$ cat src/rtl/gf_syndrome_accum.sv
// gf_syndrome_accum
// Streaming GF(2^M) syndrome calculator. Symbols arrive highest-degree first
// and every syndrome S_j = r(alpha^j), j = 1..NSYN, is built with its own Horner
// accumulator: acc_j <= acc_j * alpha^j + sym. When a frame ends, the final
// accumulators are registered onto syn_o together with an any-nonzero flag and
// a frame-too-long flag, and syn_valid_o pulses for one cycle.

module gf_syndrome_accum #(
  parameter int         M    = 4,
  parameter logic [M:0] POLY = 5'h13,
  parameter int         NSYN = 4
) (
  input  logic              clk,
  input  logic              rst,
  input  logic              sym_valid_i,
  input  logic [M-1:0]      sym_i,
  input  logic              sym_last_i,
  output logic [NSYN*M-1:0] syn_o,
  output logic              syn_valid_o,
  output logic              err_o,
  output logic              len_err_o,
  output logic              busy_o
);

  // The counter is one bit wider than a symbol so it can reach 2^M, the first
  // length that no longer fits in a codeword of 2^M-1 symbols.
  localparam logic [M:0] CNT_ONE = (M+1)'(1);
  localparam logic [M:0] CNT_MAX = {1'b1, {M{1'b0}}};

  typedef enum logic {
    IDLE,
    ACC
  } state_e;

  state_e                    state_q, state_d;
  logic [NSYN-1:0][M-1:0]    accum_q, accum_d;
  logic [NSYN-1:0][M-1:0]    stepVal;
  logic [M:0]                symCount_q, symCount_d;
  logic                      complete;

  logic [NSYN-1:0][M-1:0]    syn_q;
  logic                      synValid_q;
  logic                      err_q;
  logic                      lenErr_q;

  // Multiply by alpha: shift up one degree and fold the x^M term back in
  // through the primitive polynomial.
  function automatic logic [M-1:0] mulAlpha(input logic [M-1:0] x);
    logic [M-1:0] r;
    r = {x[M-2:0], 1'b0};
    if (x[M-1]) begin
      r = r ^ POLY[M-1:0];
    end
    return r;
  endfunction

  // Multiply by alpha^n as n cascaded mulAlpha stages. The loop bound is the
  // constant NSYN so the cascade unrolls to plain XOR logic; n is always a
  // per-syndrome constant, so unused stages fold away.
  function automatic logic [M-1:0] mulAlphaPow(input logic [M-1:0] x, input int n);
    logic [M-1:0] r;
    r = x;
    for (int i = 0; i < NSYN; i++) begin
      if (i < n) begin
        r = mulAlpha(r);
      end
    end
    return r;
  endfunction

  // One Horner step per syndrome; syndrome index j+1 multiplies by alpha^(j+1).
  for (genvar j = 0; j < NSYN; j++) begin : g_step
    assign stepVal[j] = mulAlphaPow(accum_q[j], j + 1) ^ sym_i;
  end

  // Next-state logic: load on the first symbol, step on every later symbol,
  // hold through gaps, and flag completion on a valid last symbol.
  always_comb begin
    state_d    = state_q;
    accum_d    = accum_q;
    symCount_d = symCount_q;
    complete   = 1'b0;
    case (state_q)
      IDLE: begin
        if (sym_valid_i) begin
          accum_d    = {NSYN{sym_i}};
          symCount_d = CNT_ONE;
          state_d    = ACC;
          if (sym_last_i) begin
            state_d  = IDLE;
            complete = 1'b1;
          end
        end
      end
      ACC: begin
        if (sym_valid_i) begin
          accum_d = stepVal;
          if (symCount_q != CNT_MAX) begin
            symCount_d = symCount_q + CNT_ONE;
          end
          if (sym_last_i) begin
            state_d  = IDLE;
            complete = 1'b1;
          end
        end
      end
      default: begin
        state_d = IDLE;
      end
    endcase
  end

  // Frame state: FSM, accumulators and symbol counter.
  always_ff @(posedge clk or posedge rst) begin
    if (rst) begin
      state_q    <= IDLE;
      accum_q    <= '0;
      symCount_q <= '0;
    end else begin
      state_q    <= state_d;
      accum_q    <= accum_d;
      symCount_q <= symCount_d;
    end
  end

  // Result registers: capture the final accumulators straight from the
  // next-state values so results appear one cycle after the last symbol,
  // leaving the accumulators free for a back-to-back frame.
  always_ff @(posedge clk or posedge rst) begin
    if (rst) begin
      syn_q      <= '0;
      synValid_q <= 1'b0;
      err_q      <= 1'b0;
      lenErr_q   <= 1'b0;
    end else begin
      synValid_q <= complete;
      if (complete) begin
        syn_q    <= accum_d;
        err_q    <= |accum_d;
        lenErr_q <= (symCount_d == CNT_MAX);
      end
    end
  end

  assign syn_o       = syn_q;
  assign syn_valid_o = synValid_q;
  assign err_o       = err_q;
  assign len_err_o   = lenErr_q;
  assign busy_o      = (state_q == ACC);

endmodule

$ cat config.mk
export PLATFORM = sky130hd
export DESIGN_NAME = gf_syndrome_accum
export DESIGN_NICKNAME = d
export VERILOG_FILES = /design/src/rtl/gf_syndrome_accum.sv
export SDC_FILE = /design/constraint.sdc
export NUM_CORES = 1
export LEC_CHECK = 0
export BUFFER_PORTS_ARGS = -buffer_cell sky130_fd_sc_hd__buf_2
export CORE_UTILIZATION = 25
export CTS_CLUSTER_SIZE = 10
export DETAILED_ROUTE_END_ITERATION = 12
export SLEW_MARGIN = 20
export SYNTH_ARGS = -nofsm -noshare
export SYNTH_HDL_FRONTEND = slang
export SYNTH_SLANG_ARGS = --single-unit
$ cat constraint.sdc
create_clock -name clk -period 2.2 [get_ports clk]
set_input_delay 0.22 -clock clk [delete_from_list [all_inputs] [get_ports clk]]
set_output_delay 0.22 -clock clk [all_outputs]
set_load 0.01 [all_outputs]
### Yosys cells after proc, flatten, opt, wreduce, memory -nomap -nowiden

Cells that the tools add are included.

| storage, ports and cells | value |
|---|---|
| register bits | 41 |
| bits of input ports | 8 |
| output and inout bits | 20 |
| word-level logic and storage cells | 55 |

| cells by class | value |
|---|---|
| add/subtract/negate cells | 1 |
| equality and inequality tests | 2 |
| mux-type cells | 23 |
| bitwise operators | 15 |
| reductions and logical operators | 1 |

Operator list:

| kind | count |
|---|---|
| 2-to-1 mux 16 bit | 2 |
| case mux 16 bit (2 select lines) | 1 |
| 2-to-1 mux 2 bit | 10 |
| inverter 2 bit | 10 |
| OR reduction 16 bit | 1 |
| bitwise XOR 4 bit | 4 |
| 2-to-1 mux 5 bit | 3 |
| case mux 5 bit (2 select lines) | 1 |
| adder 5 x 1 -> 5 bit, second input constant | 1 |
| == test 5 bit, second input constant | 1 |
| 2-to-1 mux 1 bit | 5 |
| != test 5 bit, second input constant | 1 |
| case mux 1 bit (2 select lines) | 1 |
| inverter 1 bit | 1 |

### Logic depth before layout (Yosys ltp)

| depth | value |
|---|---|
| depth after elaboration | 12 |
| gate-level depth with buffers | 8 |
| mapped depth without buffers | 7 |

### Worst setup path before layout

No wires, ideal clock.

| path | value |
|---|---|
| kind | reg-to-reg |
| start | register accum_q[15] (netlist name) |
| end | register err_q, in the netlist err_o |
| setup time | 0.126 ns |
| arrival | 1.587 ns |
| data required time | 2.074 ns |
| setup slack | 0.487 ns |
| cell stages (with the launch flop) | 7 |
| buffers on the path | 1 |
| period minus slack after synthesis | 1.713 ns |
| cell sequence | dfrtp_1 -> buf_6 -> xnor2_1 -> mux2_2 -> a21oi_1 -> a21oi_1 -> o32a_1 |

RTL lines:

| element | line | text |
|---|---|---|
| start: declaration | 36 | `logic [NSYN-1:0][M-1:0] accum_q, accum_d;` |
| start signal: assignment | 121 | `accum_q <= accum_d;` |
| end signal: assignment | 139 | `err_q <= \|accum_d;` |
| end: declaration | 43 | `logic err_q;` |

==> flow_summary.json <==
{
  "most_area_consuming_cells_after_synthesis": "sky130_fd_sc_hd__dfrtp_1, sky130_fd_sc_hd__nand2_1, sky130_fd_sc_hd__a21oi_1, sky130_fd_sc_hd__mux2_2, sky130_fd_sc_hd__xor2_1",
  "outcome": "finished, final reports clean",
  "syn_to_final_growth_pct": 14.9,
  "detail_route.first_pass.iterations": 4,
  "drive_gt1_frac": 0.198,
  "total_of_endpoints_with_negative_setup_slack_in_the_final_report": 0,
  "avgViaCountPerCell": 4.57,
  "worst_slew_pin_slew_ns": 0.524,
  "antenna_cells_inserted": 0,
  "worstPathCellList": "nand2_1, o21ai_0, a211oi_1, nor4_1, nand4b_1, o32a_1",
  "cts.clk_slew.worst_paths_ns": 0.08,
  "synth.ff_latch_count": 41,
  "global_route.overflow_total": 0,
  "path_depth": 6,
  "cp.buffers_inverters": 0,
  "rd_place_congestion": 0.755,
  "path_class": "register to register",
  "power.combinational.fraction": 0.345,
  "crit_path_max_fanout": 14,
  "power.static_leakage_nw": 1.12,
  "synth_cell_types": 41,
  "final.fill_count": 889,
  "drc": 0,
  "holdBufCountCts": 0,
  "detailedPlacementHpwl_um": 3380,
  "design.portCount": 28,
  "wl_um": 4740,
  "dieHeight_um": 95.9,
  "report.final.hold_viol_count": 0,
  "post_route_skew_ns": 0.00690,
  "report.final.slew_viol_count": 0,
  "number_of_synthesized_flops_with_an_enable_pin": 0,
  "rsz0062_at_grt": "false",
  "wire_per_inst_um": 12.7,
  "cp.required_ns": 2.37,
  "number_of_antenna_violations_at_the_first_check_in_global_routing": 0,
  "cts_setup_buffers": 0,
  "initial_core_util": 0.263,
  "mostFrequentLayoutCell": "sky130_fd_sc_hd__nand2_1",
  "worstRegToRegCells": 6,
  "synth_sequential_area_ratio": 0.465,
  "clock_latency_ns": 0.29,
  "dieArea_mm2": 0.00920,
  "syn_area_per_cell_um2": 9.11,
  "worst_path_max_delay_cell": "sky130_fd_sc_hd__dfrtp_1",
  "synth_fp_nets": 252,
  "number_of_buffers_between_clock_root_and_the_deepest_sink": 2,
  "fin_tns_setup_ns": 0,
  "synthCells": 242,
  "cts_tree": "done",
  "arrival_ns": 2.20,
  "final_antenna_net_count": 0,
  "critical-path-top-delay-family": "compound AO/OA/AOI/OAI gates",
  "end_kind": "register",
  "core_mm2": 0.00838,
  "power.internal_mw": 1.87,
  "ys_warn_count": 0,
  "grt_pass1_vias": 1598,
  "synthFlopType": "sky130_fd_sc_hd__dfrtp_1",
  "preCtsSetupSlack_ns": 0.226,
  "total_power_mw": 2.93,
  "async_reset_ff_frac": 1.00,
  "vdd_ir_drop_max_mv": 0.406,
  "sequentialPowerShare": 0.440,
  "port_buffers": 27,
  "design.final.nets": 277,
  "r2r_slack_ns": 0.18,
  "number_of_clock_buffers_inserted_by_tritoncts": 5,
  "netlist.top_cell.by_area": "sky130_fd_sc_hd__dfrtp_1",
  "synthesis.area_mm2": 0.00220,
  "timing.slew.headroom": 0.651,
  "critical_path.max_stage_delay_ns": 0.64,
  "timing.hold.worst.class": "input port to async pin",
  "clk_root_buffer_cell": "sky130_fd_sc_hd__clkbuf_8",
  "gr-usage-all-layers": 0.111,
  "critical_path.startpoint_type": "register",
  "clock_sink_count": 41,
  "pwr-share-clk": 0.215,
  "synthDominantCellAreaShare": 0.465,
  "pin_count_of_the_biggest_net_entering_global_routing": 42,
  "max_freq_mhz": 494,
  "drv_cap": 0,
  "rows": 33,
  "most-common-layout-cells": "sky130_fd_sc_hd__nand2_1, sky130_fd_sc_hd__dfrtp_1, sky130_fd_sc_hd__buf_2",
  "switching_power_summed_over_all_nets_mw": 1.07,
  "crit-reg2reg-capture": "err_o",
  "detail_route.iter0.violations": 93,
  "pwr_density_cell_mw_per_mm2": 1160,
  "power.switching_fraction": 0.364,
  "detailed_route_via_count": 1705,
  "die-width_um": 95.9,
  "cts.htree.levels": 2,
  "cts_repair_resize_count": 0,
  "layout_setup_ws_ns": 0.175,
  "final.min_clock_period_ns": 2.02,
  "final.period_utilization": 0.920,
  "grt_first_pass_wirelength_um": 7880
}
## worst max-delay path by stage
stage	startpoint	to	slack, ns
floorplan	accum_q[15]	err_o	0.49
global placement	register	err_o	0.26
detailed placement	register	err_o	0.23
CTS	register	err_o	0.19
global route	register	err_o	0.03
finish	register	err_o	0.18
## worst reg2reg max path, cell delays in order (launching register included)
cell and delay [ns]:
sky130_fd_sc_hd__dfrtp_1 0.64, sky130_fd_sc_hd__nand2_1 0.16, sky130_fd_sc_hd__o21ai_0 0.19, sky130_fd_sc_hd__a211oi_1 0.15, sky130_fd_sc_hd__nor4_1 0.30, sky130_fd_sc_hd__nand4b_1 0.14
sky130_fd_sc_hd__o32a_1 0.33
## area by class of cell
type | instances | area (um^2) | share of cell area
multi-input combinational | 176 | 1040 | 0.410
clock buffer | 7 | 86.3 | 0.0341
timing repair buffer | 34 | 188 | 0.0741
tap | 105 | 131 | 0.0519
sequential | 41 | 1030 | 0.405
clock inverter | 1 | 30.0 | 0.0119
inverter | 9 | 33.8 | 0.0133
## stage by stage
step | utilization | hold WS [ns] | std cells | cell area (um^2)
after floorplan | - | 0.450 | 242 | 2200
after global placement | 0.288 | 0.380 | 365 | 2420
after detailed placement | 0.288 | 0.380 | 365 | 2420
after CTS | 0.302 | 0.0556 | 373 | 2530
after global routing | 0.302 | 0.0986 | 373 | 2530
final | 0.302 | 0.0389 | 373 | 2530
## synthesized netlist by cell type, drive strengths merged, types with 2 or more instances
library cell / instances
o221ai: 2
or2b: 2
o22ai: 3
inv: 9
a211oi: 2
nor2: 16
xnor2: 6
ha: 2
nor3: 6
nand2: 49
xor2: 9
o21a: 2
mux2: 7
dfrtp: 41
a31oi: 4
a21oi: 17
mux2i: 4
nand3b: 5
buf: 15
nor4: 4
nand3: 7
nand2b: 6
o21ai: 11
nand4: 2
## kinds of logic (layout without fill, tap and decap cells)
logic type                 after synthesis  after routing  share of synthesized area
adders and majority gates                2              2                     0.0113
DFF                                     41             41                      0.465
AOI/OAI and AO/OA                       46             46                      0.128
buffers and inverters                   25             51                     0.0641
muxes                                   11             11                     0.0539
xor gates and xnor gates                15             15                     0.0596
and+or+nand+nor                        102            102                      0.218
## registers in the layout (all words and copies together) (netlist names), named ones only
register,cells
len_err_o,1
syn_o,16
accum_q,16
err_o,1
symCount_q,5
syn_valid_o,1
## per-layer routing
layer  track usage  vias to the layer above  part of all wire
li1              -                      872                 -
met1         0.163                      809              0.53
met2         0.168                       21              0.43
met3        0.0261                        3             0.035
met4        0.0149                        0            0.0030
met5             0                        -                 0
## power groups by stage
stage / combinational [mW] / clock (mW) / sequential, mW
after floorplan: 0.770 / 0 / 1.26
after global placement: 1.01 / 0 / 1.29
after detailed placement: 1.02 / 0 / 1.30
after CTS: 1.03 / 0.655 / 1.29
after global routing: 1.14 / 0.689 / 1.34
final: 1.01 / 0.632 / 1.29
No activity file was read; power rests on OpenSTA's default activity.
